### config.mk
export PLATFORM = sky130hd
export DESIGN_NAME = rgb_pixel_assembler_flat
export DESIGN_NICKNAME = d
export VERILOG_FILES = /design/src/rtl/rgb_pixel_assembler_if.sv /design/src/rtl/rgb_pixel_assembler.sv /design/src/flat_wrapper.sv
export SDC_FILE = /design/constraint.sdc
export NUM_CORES = 1
export LEC_CHECK = 0
export CAP_MARGIN = 20
export CORE_MARGIN = 2
export CORE_UTILIZATION = 35
export CTS_BUF_LIST = sky130_fd_sc_hd__clkbuf_16
export CTS_CLUSTER_DIAMETER = 50
export CTS_CLUSTER_SIZE = 30
export DETAILED_ROUTE_END_ITERATION = 12
export GPL_TIMING_DRIVEN = 0
export MAX_ROUTING_LAYER = met4
export PLACE_DENSITY = 0.62
export SYNTH_ARGS = -nofsm -noshare
export SYNTH_HDL_FRONTEND = slang
export SYNTH_SLANG_ARGS = --single-unit
### constraint.sdc
create_clock -name clk_in -period 6.6 [get_ports clk_in]
set_input_delay 1.32 -clock clk_in [delete_from_list [all_inputs] [get_ports clk_in]]
set_output_delay 1.32 -clock clk_in [all_outputs]
set_load 0.03 [all_outputs]
### src/rtl/rgb_pixel_assembler_if.sv
`default_nettype none
// ============================================================================
// Module   : rgb_pixel_assembler_if
// Brief    : Stream-side bundle of the RGB pixel assembler: parser byte
//            stream and dimensions in, tagged pixels out.
// Revision : 1.0 - initial release
// ============================================================================
interface rgb_pixel_assembler_if #(
  parameter int XW = 16,
  parameter int YW = 16
);
  // Parser side
  logic          i_pxq;
  logic          i_rgb_valid;
  logic [7:0]    i_d_in;
  logic          i_dimensions_valid;
  logic [31:0]   i_line_width;
  logic [31:0]   i_pic_height;
  // Pixel side
  logic          o_pix_valid;
  logic [7:0]    o_pix_r;
  logic [7:0]    o_pix_g;
  logic [7:0]    o_pix_b;
  logic [XW-1:0] o_pix_x;
  logic [YW-1:0] o_pix_y;
  logic          o_line_start;
  logic          o_line_end;
  logic          o_frame_end;
  logic          o_frame_err;

  // The assembler itself
  modport slave (
    input  i_pxq, i_rgb_valid, i_d_in, i_dimensions_valid, i_line_width, i_pic_height,
    output o_pix_valid, o_pix_r, o_pix_g, o_pix_b, o_pix_x, o_pix_y,
           o_line_start, o_line_end, o_frame_end, o_frame_err
  );

  // Whatever drives the byte stream and consumes pixels
  modport master (
    output i_pxq, i_rgb_valid, i_d_in, i_dimensions_valid, i_line_width, i_pic_height,
    input  o_pix_valid, o_pix_r, o_pix_g, o_pix_b, o_pix_x, o_pix_y,
           o_line_start, o_line_end, o_frame_end, o_frame_err
  );
endinterface
`default_nettype wire

### src/rtl/rgb_pixel_assembler.sv
`default_nettype none
// ============================================================================
// Module   : rgb_pixel_assembler
// Brief    : Packs R,G,B byte triples from the imager parser into pixels and
//            tags them with raster x/y, line start/end and frame end.
//            Optional macro FRAME_CHECK_EN builds the sticky frame_err
//            detector (overrun in DONE, frame truncated while ACTIVE).
// Revision : 1.0 - initial release
// ============================================================================
module rgb_pixel_assembler #(
  parameter int XW = 16,
  parameter int YW = 16
) (
  input  wire logic               clk_in,
  input  wire logic               rst,
  rgb_pixel_assembler_if.slave    bus
);

  typedef enum logic [1:0] {
    S_IDLE   = 2'd0,
    S_ACTIVE = 2'd1,
    S_DONE   = 2'd2
  } state_t;

  state_t        r_state;
  state_t        w_state_nxt;

  logic [1:0]    r_phase;
  logic [XW-1:0] r_x;
  logic [YW-1:0] r_y;
  logic [XW-1:0] r_w;
  logic [YW-1:0] r_h;
  logic [7:0]    r_r;
  logic [7:0]    r_g;

  logic          r_pix_valid;
  logic [7:0]    r_pix_r;
  logic [7:0]    r_pix_g;
  logic [7:0]    r_pix_b;
  logic [XW-1:0] r_pix_x;
  logic [YW-1:0] r_pix_y;
  logic          r_line_start;
  logic          r_line_end;
  logic          r_frame_end;
  logic          r_frame_err;

  logic [XW-1:0] w_dim_w;
  logic [YW-1:0] w_dim_h;
  logic          w_dims_zero;
  logic          w_x_last;
  logic          w_y_last;
  logic          w_latch;
  logic          w_take_r;
  logic          w_take_g;
  logic          w_emit;
  logic          w_abort;
  logic          w_unused;

  // Only the low XW/YW bits of the parser's dimension words are meaningful
  assign w_dim_w     = bus.i_line_width[XW-1:0];
  assign w_dim_h     = bus.i_pic_height[YW-1:0];
  assign w_unused    = ^{bus.i_line_width[31:XW], bus.i_pic_height[31:YW]};
  assign w_dims_zero = (w_dim_w == '0) || (w_dim_h == '0);
  assign w_x_last    = (r_x == r_w - XW'(1));
  assign w_y_last    = (r_y == r_h - YW'(1));

  // FSM state register
  always_ff @(posedge clk_in or posedge rst) begin
    if (rst) r_state <= S_IDLE;
    else     r_state <= w_state_nxt;
  end

  // FSM next state and per-cycle datapath controls; pxq low overrides all
  always_comb begin
    w_state_nxt = r_state;
    w_latch     = 1'b0;
    w_take_r    = 1'b0;
    w_take_g    = 1'b0;
    w_emit      = 1'b0;
    w_abort     = 1'b0;
    if (!bus.i_pxq) begin
      w_state_nxt = S_IDLE;
      w_abort     = 1'b1;
    end else begin
      case (r_state)
        S_IDLE: begin
          if (bus.i_rgb_valid && bus.i_dimensions_valid) begin
            w_latch = 1'b1;
            if (w_dims_zero) begin
              w_state_nxt = S_DONE;
            end else begin
              w_take_r    = 1'b1;
              w_state_nxt = S_ACTIVE;
            end
          end
        end
        S_ACTIVE: begin
          if (bus.i_rgb_valid) begin
            case (r_phase)
              2'd0:    w_take_r = 1'b1;
              2'd1:    w_take_g = 1'b1;
              default: begin
                w_emit = 1'b1;
                if (w_x_last && w_y_last) w_state_nxt = S_DONE;
              end
            endcase
          end
        end
        S_DONE:  w_state_nxt = S_DONE;
        default: w_state_nxt = S_IDLE;
      endcase
    end
  end

  // Dimension latch, byte phase, held R/G and raster coordinates
  always_ff @(posedge clk_in or posedge rst) begin
    if (rst) begin
      r_w     <= '0;
      r_h     <= '0;
      r_phase <= 2'd0;
      r_x     <= '0;
      r_y     <= '0;
      r_r     <= 8'd0;
      r_g     <= 8'd0;
    end else begin
      if (w_latch) begin
        r_w <= w_dim_w;
        r_h <= w_dim_h;
      end
      if (w_abort) begin
        r_phase <= 2'd0;
        r_x     <= '0;
        r_y     <= '0;
      end else if (w_take_r) begin
        r_r     <= bus.i_d_in;
        r_phase <= 2'd1;
      end else if (w_take_g) begin
        r_g     <= bus.i_d_in;
        r_phase <= 2'd2;
      end else if (w_emit) begin
        r_phase <= 2'd0;
        // Last pixel of the frame leaves x,y where they are
        if (!(w_x_last && w_y_last)) begin
          if (w_x_last) begin
            r_x <= '0;
            r_y <= r_y + YW'(1);
          end else begin
            r_x <= r_x + XW'(1);
          end
        end
      end
    end
  end

  // Registered pixel outputs; strobes pulse only in the cycle after the B byte
  always_ff @(posedge clk_in or posedge rst) begin
    if (rst) begin
      r_pix_valid  <= 1'b0;
      r_pix_r      <= 8'd0;
      r_pix_g      <= 8'd0;
      r_pix_b      <= 8'd0;
      r_pix_x      <= '0;
      r_pix_y      <= '0;
      r_line_start <= 1'b0;
      r_line_end   <= 1'b0;
      r_frame_end  <= 1'b0;
    end else begin
      r_pix_valid  <= w_emit;
      r_line_start <= w_emit && (r_x == '0);
      r_line_end   <= w_emit && w_x_last;
      r_frame_end  <= w_emit && w_x_last && w_y_last;
      if (w_emit) begin
        r_pix_r <= r_r;
        r_pix_g <= r_g;
        r_pix_b <= bus.i_d_in;
        r_pix_x <= r_x;
        r_pix_y <= r_y;
      end
    end
  end

`ifdef FRAME_CHECK_EN
  logic w_overrun;
  logic w_truncate;
  logic w_start;

  assign w_overrun  = bus.i_pxq && bus.i_rgb_valid && (r_state == S_DONE);
  assign w_truncate = !bus.i_pxq && (r_state == S_ACTIVE);
  assign w_start    = (r_state == S_IDLE) && (w_state_nxt == S_ACTIVE);

  // Sticky stream error, cleared when a new frame starts
  always_ff @(posedge clk_in or posedge rst) begin
    if (rst)                         r_frame_err <= 1'b0;
    else if (w_start)                r_frame_err <= 1'b0;
    else if (w_overrun || w_truncate) r_frame_err <= 1'b1;
  end
`else
  assign r_frame_err = 1'b0;
`endif

  assign bus.o_pix_valid  = r_pix_valid;
  assign bus.o_pix_r      = r_pix_r;
  assign bus.o_pix_g      = r_pix_g;
  assign bus.o_pix_b      = r_pix_b;
  assign bus.o_pix_x      = r_pix_x;
  assign bus.o_pix_y      = r_pix_y;
  assign bus.o_line_start = r_line_start;
  assign bus.o_line_end   = r_line_end;
  assign bus.o_frame_end  = r_frame_end;
  assign bus.o_frame_err  = r_frame_err;

endmodule
`default_nettype wire
### src/flat_wrapper.sv
// flat-port wrapper written by rule: the top's interface ports become plain ports
module rgb_pixel_assembler_flat 
#(
  parameter int XW = 16,
  parameter int YW = 16
)
  (clk_in, rst, bus_i_pxq, bus_i_rgb_valid, bus_i_d_in, bus_i_dimensions_valid, bus_i_line_width, bus_i_pic_height, bus_o_pix_valid, bus_o_pix_r, bus_o_pix_g, bus_o_pix_b, bus_o_pix_x, bus_o_pix_y, bus_o_line_start, bus_o_line_end, bus_o_frame_end, bus_o_frame_err);
  rgb_pixel_assembler_if #(.XW(XW), .YW(YW)) bus_i ();
  input  wire logic clk_in;
  input  wire logic rst;
  input wire logic [$bits(bus_i.i_pxq)-1:0] bus_i_pxq;
  input wire logic [$bits(bus_i.i_rgb_valid)-1:0] bus_i_rgb_valid;
  input wire logic [$bits(bus_i.i_d_in)-1:0] bus_i_d_in;
  input wire logic [$bits(bus_i.i_dimensions_valid)-1:0] bus_i_dimensions_valid;
  input wire logic [$bits(bus_i.i_line_width)-1:0] bus_i_line_width;
  input wire logic [$bits(bus_i.i_pic_height)-1:0] bus_i_pic_height;
  output wire logic [$bits(bus_i.o_pix_valid)-1:0] bus_o_pix_valid;
  output wire logic [$bits(bus_i.o_pix_r)-1:0] bus_o_pix_r;
  output wire logic [$bits(bus_i.o_pix_g)-1:0] bus_o_pix_g;
  output wire logic [$bits(bus_i.o_pix_b)-1:0] bus_o_pix_b;
  output wire logic [$bits(bus_i.o_pix_x)-1:0] bus_o_pix_x;
  output wire logic [$bits(bus_i.o_pix_y)-1:0] bus_o_pix_y;
  output wire logic [$bits(bus_i.o_line_start)-1:0] bus_o_line_start;
  output wire logic [$bits(bus_i.o_line_end)-1:0] bus_o_line_end;
  output wire logic [$bits(bus_i.o_frame_end)-1:0] bus_o_frame_end;
  output wire logic [$bits(bus_i.o_frame_err)-1:0] bus_o_frame_err;
  assign bus_i.i_pxq = bus_i_pxq;
  assign bus_i.i_rgb_valid = bus_i_rgb_valid;
  assign bus_i.i_d_in = bus_i_d_in;
  assign bus_i.i_dimensions_valid = bus_i_dimensions_valid;
  assign bus_i.i_line_width = bus_i_line_width;
  assign bus_i.i_pic_height = bus_i_pic_height;
  assign bus_o_pix_valid = bus_i.o_pix_valid;
  assign bus_o_pix_r = bus_i.o_pix_r;
  assign bus_o_pix_g = bus_i.o_pix_g;
  assign bus_o_pix_b = bus_i.o_pix_b;
  assign bus_o_pix_x = bus_i.o_pix_x;
  assign bus_o_pix_y = bus_i.o_pix_y;
  assign bus_o_line_start = bus_i.o_line_start;
  assign bus_o_line_end = bus_i.o_line_end;
  assign bus_o_frame_end = bus_i.o_frame_end;
  assign bus_o_frame_err = bus_i.o_frame_err;
  rgb_pixel_assembler #(.XW(XW), .YW(YW)) u_core (.clk_in(clk_in), .rst(rst), .bus(bus_i));
endmodule
After elaboration in Yosys (flattened, before gate mapping)
Cells that the tools add are included.

storage, ports and cells
  logic and storage cells = 94
  output and inout port bits = 61
  bits in writable memories = 0
  memories = 0
  bits in latches = 0
  ROM bits = 0
  input port bits = 77
  bits in registers = 144

cells by class
  multiplexer cells = 40
  reduce and logical (&&, ||, !) cells = 17
  bitwise logic cells = 1
  multipliers = 0
  shifts and indexed selects = 0
  $lt $le $gt $ge = 0
  div/mod/pow operators = 0
  equal/unequal tests = 15
  add/sub/neg operators = 4

operators by type and width
  cell                                                                     count
  16-bit 2-to-1 mux                                                        12
  16-bit zero test                                                         3
  16-bit by 1-bit adder with 16-bit output, second input constant          2
  16-bit equality test                                                     2
  16-bit by 1-bit subtractor with 16-bit output, second input constant     2
  2-bit 2-to-1 mux                                                         10
  1-bit 2-to-1 mux                                                         16
  4-bit AND reduction                                                      2
  2-bit inequality test, second input constant                             3
  3-bit by 2-bit inequality test with 1-bit output, second input constant  2
  3-bit inequality test, second input constant                             2
  2-bit case mux with 3 select lines                                       1
  1-bit logical AND                                                        5
  5-bit AND reduction                                                      1
  2-bit by 1-bit equality test with 1-bit output, second input constant    2
  2-bit zero test                                                          2
  2-bit by 1-bit inequality test with 1-bit output, second input constant  2
  4-bit by 1-bit inequality test with 1-bit output, second input constant  1
  3-bit AND reduction                                                      1
  2-bit equality test, second input constant                               1
  1-bit case mux with 2 select lines                                       1
  2-bit AND reduction                                                      1
  2-bit OR reduction                                                       1
  1-bit logical OR                                                         1
  1-bit NOT                                                                1

Logic depth before layout (Yosys ltp)
Gate-level depths: netlist of run 1.

  depth after elaboration = 10
  gate-level depth with buffers = 13
  gate-level depth less buffers = 11

Worst setup path after synthesis of run 1
Ideal clock, no wire load.

  path type = in2reg
  start point = in bus_i_line_width[3]
  end point = reg u_core.r_g[0]
  setup time = 0.125 ns
  arrival = 3.200 ns
  buffers on the path = 0
  path slack = 3.276 ns
  required time = 6.475 ns
  stages on the path = 6
  cell sequence = nor4_1 -> nand4_1 -> nand2_1 -> nor2_1 -> nor4_1 -> mux2_2

between the ends
  word-level cells in the longest chain between the ends = 8

ends and longest elaborated chain
  item                                line                        RTL
  start, declared                     flat_wrapper.sv:15          input wire logic [$bits(bus_i.i_line_width)-1:0] bus_i_line_width;
  16-bit zero test                    rgb_pixel_assembler.sv:63   assign w_dims_zero = (w_dim_w == '0) || (w_dim_h == '0);
  1-bit logical OR                    rgb_pixel_assembler.sv:63
  1-bit 2-to-1 mux                    rgb_pixel_assembler.sv:89   if (w_dims_zero) begin
  1-bit 2-to-1 mux                    rgb_pixel_assembler.sv:87   if (bus.i_rgb_valid && bus.i_dimensions_valid) begin
  1-bit case mux with 2 select lines  rgb_pixel_assembler.sv:85   case (r_state)
  1-bit 2-to-1 mux                    rgb_pixel_assembler.sv:81   if (!bus.i_pxq) begin
  1-bit NOT (no line)                 --
  3-bit AND reduction (no line)       --
  end signal, assigned                rgb_pixel_assembler.sv:138  r_g <= bus.i_d_in;
  end, declared                       rgb_pixel_assembler.sv:34   logic [7:0] r_g;

Every way passes these cells.
A chain may end at the register's enable or synchronous reset.

Worst setup path after layout of run 1
  start point = in bus_i_line_width[4]
  end point = reg u_core.r_x[15]

between the ends
  word-level cells in the longest chain between the ends = 8

ends and longest elaborated chain
  item                                line                        RTL
  16-bit zero test                    rgb_pixel_assembler.sv:63
  1-bit logical OR                    rgb_pixel_assembler.sv:63
  1-bit 2-to-1 mux                    rgb_pixel_assembler.sv:89
  1-bit 2-to-1 mux                    rgb_pixel_assembler.sv:87
  1-bit case mux with 2 select lines  rgb_pixel_assembler.sv:85
  1-bit 2-to-1 mux                    rgb_pixel_assembler.sv:81
  2-bit inequality test (no line)     --
  4-bit AND reduction (no line)       --
  end signal, assigned                rgb_pixel_assembler.sv:148  r_x <= r_x + XW'(1);
  end, declared                       rgb_pixel_assembler.sv:29   logic [XW-1:0] r_x;

Every way passes these cells.

==> reports/summary.txt, run 1 <==
RSZ-0062 raised after global routing: no
Worst Clk Skew: 7.64 ps
crit path max fanout: 10
Non-Filler Instances: 1184
worst-case clock buffer depth: 2
FF+latch count, synth: 144
PnR worst setup slack: 2480 ps
Die H: 150 um
Place WS: 2050 ps
Max Cap Violations: 0
vias in the first global route: 5831
Tmin final: 4120 ps
largest net degree at the start of global routing: 77
Worst-path clk slew: 60 ps
share of the synthesized area in the top cell type: 0.485
Synth cell types: 78
Most common cell on crit path: a21oi_1
antenna cells: 0
post-CTS setup buffer count: 0
Area growth syn-to-layout: 27.6%
share of layout cells above drive strength 1: 0.142
die footprint: 22400 um2
final wirelength: 18600 um
top post-synthesis cells by area: dfrtp_1 48%, nand2_1 9.5%, mux2_2 7.4%
Synth area leader: dfrtp_1
Total Routing Usage GR: 0.182
Gate Count Post-Synth: 771
cts bufs inserted: 17
latest clock arrival within the worst-skew pair: 430 ps
Seq/Total Area, Yosys: 0.485
Max VDD drop: 191 uV
final antenna-violating net count: 0
Max Fclk: 243 MHz
main flop type after synthesis: dfrtp_1
Hold-fix buffers, CTS: 0
Worst setup SP type: input pin
CTS Root Cell: clkbuf_16
Die Wd: 150 um
routed length per instance: 15.7 um
status: finished, final reports clean
Layout Nets: 981
fillers: 2057
HPWL after detailed placement: 13600 um
warnings from Yosys: 0
GP Congestion: 0.809
setup_tns: 0 ps
Synth Net Count: 856
CP Class: in -> reg
vias per std cell: 5.05
initial antenna violation count: 0
# H-tree levels: 4
Post-CTS Resized: 0
asr flop ratio synth: 1.00
core area: 21000 um2
LEAKAGE: 4.07 nW
TritonRoute pass-1 iters: 5
Worst EP required: 6950 ps
Worst-Margin Slew: 712 ps
Post-synth EDFFs: 0
PD cells: 299 nW/um2
CP max stage cell: nor4_1
leading cell types in the layout, fill and taps excluded: 188 x nand2_1, 144 x dfrtp_1, 104 x clkdlybuf4s50_1
Initial DRC Count: 300
first-pass GRT wire length: 30700 um
CTS sink cnt: 144
crit-path cells: clkdlybuf4s50_1 -> nor4_1 -> nand4_1 -> nand2_1 -> nor2_1 -> a21oi_1 -> clkbuf_1 -> nand3_1 -> or4_1 -> a21oi_1
most common cell after layout, fill and taps aside: nand2_1
grt ovf: 0
Mapped Area: 7430 um2
Final Hold Fails: 0
Worst Hold Class: reg -> reg
Final Power: 2.84 mW
port bufs: 104
row count: 53
DR vias: 5985
placed cell count: 1152
# setup viols final: 0
syn avg cell area: 9.64 um2
CTS tree: done
dpl cell area: 8860 um2
final period utilization: 0.624
CP max stage delay: 540 ps
Slew Viols, Final: 0
CP arrival: 4470 ps
crit end category: flip-flop
Starting Density: 0.355
Worst slew margin: 0.525
fin area: 9480 um2
num ports: 138
DRC viols: 0
where the power goes:
| part | leakage [nW] | switching [mW] | internal (mW) | total, mW |
|---|---|---|---|---|
| registers | 1.92 | 0.167 | 1.02 | 1.19 |
| logic | 1.86 | 0.303 | 0.330 | 0.633 |
| clock network | 0.292 | 0.385 | 0.629 | 1.01 |
| total | 4.07 | 0.855 | 1.98 | 2.84 |
flip-flops by register name (all words and copies together) (netlist names), 8 cells and up:
name,flops
u_core.bus.o_pix_b,8
u_core.bus.o_pix_g,8
u_core.bus.o_pix_r,8
u_core.bus.o_pix_x,16
u_core.bus.o_pix_y,16
u_core.r_g,8
u_core.r_h,16
u_core.r_r,8
u_core.r_w,16
u_core.r_x,16
u_core.r_y,16
metal layers:
layer  wire length [um]  GRT usage  vias up  part of all wire
li1                   -          -     2933                 -
met1               8570      0.233     2909              0.46
met2               9050      0.292      122              0.49
met3                731     0.0378       21             0.039
met4                232     0.0528        0             0.012
met5                  0          -        -                 0
cells in the mapped netlist, drive strengths merged (2+ instances only):
cell type,instances
a21oi,24
a221oi,3
a31oi,5
and2,4
and3,10
and4,2
buf,8
clkbuf,24
dfrtp,144
ha,8
inv,18
mux2,50
mux2i,8
nand2,188
nand2b,9
nand3,26
nand3b,2
nand4,15
nor2,43
nor2b,2
nor3,16
nor3b,2
nor4,19
nor4b,2
o211ai,2
o21ai,33
o22ai,3
o31ai,3
or2,3
or3,20
or3b,2
or4,7
or4b,2
xnor2,24
xor2,17
final timing paths:
path | from | slack [ps] | to | cells after the start
worst min register to register | u_core.r_r[6] | 460 | u_core.bus.o_pix_r[6] | 2
worst max-delay path | bus_i_line_width[4] | 2480 | u_core.r_x[15] | 10
worst max register to register | u_core.r_w[0] | 2750 | u_core.r_x[3] | 13
max in group asynchronous | rst | 4440 | u_core.r_y[0] | 3
worst min-delay path | u_core.r_r[6] | 460 | u_core.bus.o_pix_r[6] | 2
min in group asynchronous | rst | 1390 | u_core.bus.o_pix_g[4] | 2
kinds of logic after synthesis:
group	synth area share
multiplexers	0.0865
XOR/XNOR	0.0483
AND/OR/NAND/NOR	0.248
adder cells (fa/ha/maj)	0.0135
AO/OA/AOI/OAI	0.0825
other	0.000505
buffers and inverters	0.0355
flip-flops	0.485
per-stage QoR:
| step | util | hold slack [ps] |
|---|---|---|
| after floorplan | - | 435 |
| after global placement | 0.421 | 447 |
| after detailed placement | 0.423 | 448 |
| after CTS | 0.452 | 464 |
| after global routing | 0.452 | 493 |
| final | 0.452 | 462 |
worst max-delay path, delay by kind of cell:
kind                   cells  cell delay (ps)
AND/OR/NAND/NOR            6             1730
buffers and inverters      2              860
AO/OA/AOI/OAI              2              550
area by class of cell:
| class | instances | area (um2) | share of cell area |
|---|---|---|---|
| Sequential cell | 144 | 3600 | 0.380 |
| Multi-Input combinational cell | 574 | 3570 | 0.377 |
| Timing Repair Buffer | 106 | 1080 | 0.114 |
| Clock buffer | 17 | 425 | 0.0449 |
| Tap cell | 275 | 344 | 0.0363 |
| Clock inverter | 15 | 193 | 0.0203 |
| Buffer | 34 | 193 | 0.0203 |
| Inverter | 19 | 76.3 | 0.00805 |
Note: power is estimated with default switching activity, not from simulation.
==> inputs of run 2 (changes only) <==
--- a/config.mk
+++ b/config.mk
@@ -14,7 +14,7 @@
 export DETAILED_ROUTE_END_ITERATION = 12
 export GPL_TIMING_DRIVEN = 0
 export MAX_ROUTING_LAYER = met4
-export PLACE_DENSITY = 0.62
+export PLACE_DENSITY = 0.64
 export SYNTH_ARGS = -nofsm -noshare
 export SYNTH_HDL_FRONTEND = slang
 export SYNTH_SLANG_ARGS = --single-unit
==> constraint.sdc (replaced) <==
create_clock -name clk_in -period 3.7 [get_ports clk_in]
set_input_delay 0.74 -clock clk_in [delete_from_list [all_inputs] [get_ports clk_in]]
set_output_delay 0.74 -clock clk_in [all_outputs]
set_load 0.03 [all_outputs]
==> run 2 against run 1 <==
  * Routed wire length increased by 1.1%
  * Global-route usage about the same
  * Sequential cell count stayed put
  * Critical path type is now reg -> reg
  * Highest routed layer unchanged
==> reports/summary.txt, run 2 (same netlist as run 1, synthesis figures left out) <==
status: finished, final reports clean
HPWL after detailed placement: 13900 um (+2.3%)
CTS sink cnt: 144 (unchanged)
Die Wd: 150 um (unchanged)
Die H: 150 um (unchanged)
TritonRoute pass-1 iters: 5 (unchanged)
depth of the worst register-to-register path: 14 (+1)
latest clock arrival within the worst-skew pair: 430 ps (about the same)
CP arrival: 3820 ps (-650 ps)
CP Launch Point: u_core.r_h[0]
most common cell after layout, fill and taps aside: nand2_1
DR vias: 6080 (+1.6%)
die footprint: 22400 um2 (unchanged)
Hold-fix buffers, CTS: 0 (unchanged)
Worst EP required: 4050 ps (-2900 ps)
Crit Reg-Reg Endpoint: u_core.r_x[4]
Slew Viols, Final: 0 (unchanged)
share of layout cells above drive strength 1: 0.159 (+0.0171)
PnR worst setup slack: 229 ps (-2250 ps)
routed length per instance: 15.8 um (+0.38%)
Final Power: 5.16 mW (+82%)
vias per std cell: 5.10 (+0.82%)
CTS tree: done
final antenna-violating net count: 0 (unchanged)
met1 usage: 0.235 (+0.00212)
crit path max fanout: 8 (-2)
crit end category: flip-flop
met3 usage: 0.0381 (+0.000305)
PD cells: 534 nW/um2 (+79%)
Total Routing Usage GR: 0.181 (-0.000421)
Max Cap Violations: 0 (unchanged)
port bufs: 104 (unchanged)
Worst-Margin Slew: 644 ps (-68.4 ps)
RSZ-0062 raised after global routing: no
first-pass GRT wire length: 30800 um (+0.25%)
num ports: 138 (unchanged)
largest net degree at the start of global routing: 42 (-45%)
core area: 21000 um2 (unchanged)
CP Class: reg -> reg
initial antenna violation count: 0 (unchanged)
vias in the first global route: 5860 (+0.50%)
final period utilization: 0.938
Worst setup SP type: flip-flop
final wirelength: 18800 um (+1.1%)
Worst R2R Start: u_core.r_h[0]
Worst slew margin: 0.571 (+0.0456)
GP Congestion: 0.861 (+6.5%)
Worst Hold Class: reg -> reg
Max VDD drop: 273 uV (+43%)
Worst Clk Skew: 7.63 ps (-0.00638 ps)
layer with the highest usage: met2
DRC viols: 0 (unchanged)
Max Fclk: 288 MHz
CTS Root Cell: clkbuf_16
r2r setup slk: 230 ps (-2520 ps)
Layout Nets: 991 (+1.0%)
leading cell types in the layout, fill and taps excluded: 187 x nand2_1, 143 x dfrtp_1, 104 x clkdlybuf4s50_1
Min-Delay Endpoint: u_core.bus.o_pix_g[0]
Worst-path clk slew: 60 ps (about the same)
LEAKAGE: 4.16 nW (+2.2%)
met2 Usage GRT: 0.286 (-0.00619)
cts bufs inserted: 17 (unchanged)
# setup viols final: 0 (unchanged)
# H-tree levels: 4 (unchanged)
Final Hold Fails: 0 (unchanged)
Tmin final: 3470 ps
antenna cells: 0 (unchanged)
Place WS: -127 ps (-2180 ps)
row count: 53 (unchanged)
hold-critical path depth: 2 (unchanged)
worst-case clock buffer depth: 2 (unchanged)
Starting Density: 0.355 (unchanged)
Area growth syn-to-layout: 29.9%
grt ovf: 0 (unchanged)
hold path startpoint: u_core.r_g[0]
Initial DRC Count: 352 (+17%)
worst hold margin: 467 ps (+4.76 ps)
==> run 2: cell count changes in the layout (fill, tap and decap cells not counted), moves of 2 or more <==
cell      before  now
buf_12         0    4
buf_4          2    8
clkinv_2       1    3
inv_6          3    1
clkinv_1       3    1
clkinv_4       1    3
==> run 2: final cells by class <==
cell class              instances  area (um2)
fillers                      2026       11300
multi-input cells             574        3600
plain buffers                  33         191
well taps                     275         344
clock buffers                  17         425
repair buffers                117        1190
flip-flops and latches        144        3600
inverters                      19        75.1
clock inverters                14         215
==> run 2: timing repair <==
action / 4_1_cts / 5_1_grt
gates cloned: 0 / 2
setup endpoints to repair: 15 / 27
pin swaps: 0 / 4
resized for setup: 1 / 10
setup buffers: 0 / 6
==> run 2: worst max-delay path, stage by stage, from the launching register on <==
cell       delay [ps]
dfrtp_2           440
inv_1              70
ha_1              140
clkbuf_4          170
or3b_4            410
or3_4             380
or4b_1            480
o211ai_1          160
o2bb2ai_4         190
nand3_2           140
nor3_4            320
buf_4             180
buf_6             120
o21ai_2            60
a21oi_1           150
==> run 2: how the worst max path moves through the flow <==
stage / cells after the start / slack, ps / endpoint
after floorplan: 12 / 500 / u_core.r_y[13]
after global placement: 7 / -540 / u_core.r_g[7]
final: 14 / 230 / u_core.r_x[4]
after detailed placement: 11 / -130 / u_core.r_x[4]
after global routing: 14 / 50 / u_core.r_x[6]
after CTS: 13 / 60 / u_core.r_x[4]
==> run 2: power by group <==
group | switching [mW] | total, mW | internal, mW
Clock | 0.672 | 1.86 | 1.19
Combinational | 0.548 | 1.16 | 0.614
Sequential | 0.307 | 2.13 | 1.82
==> run 2: stage by stage <==
| stage | utilization | setup TNS, ps | instance area [um2] | std cells |
|---|---|---|---|---|
| after global placement | 0.421 | -35390 | 8820 | 1150 |
| after floorplan | - | 0 | 7430 | 771 |
| final | 0.461 | 0 | 9650 | 1193 |
| after global routing | 0.461 | 0 | 9650 | 1193 |
| after detailed placement | 0.425 | -1250 | 8910 | 1155 |
| after CTS | 0.456 | 0 | 9560 | 1186 |
==> run 2: routing by layer <==
metal	vias to the layer above	share of wire
met3	32	0.039
li1	2949	-
met2	138	0.49
met5	-	0
met4	0	0.021
met1	2961	0.45
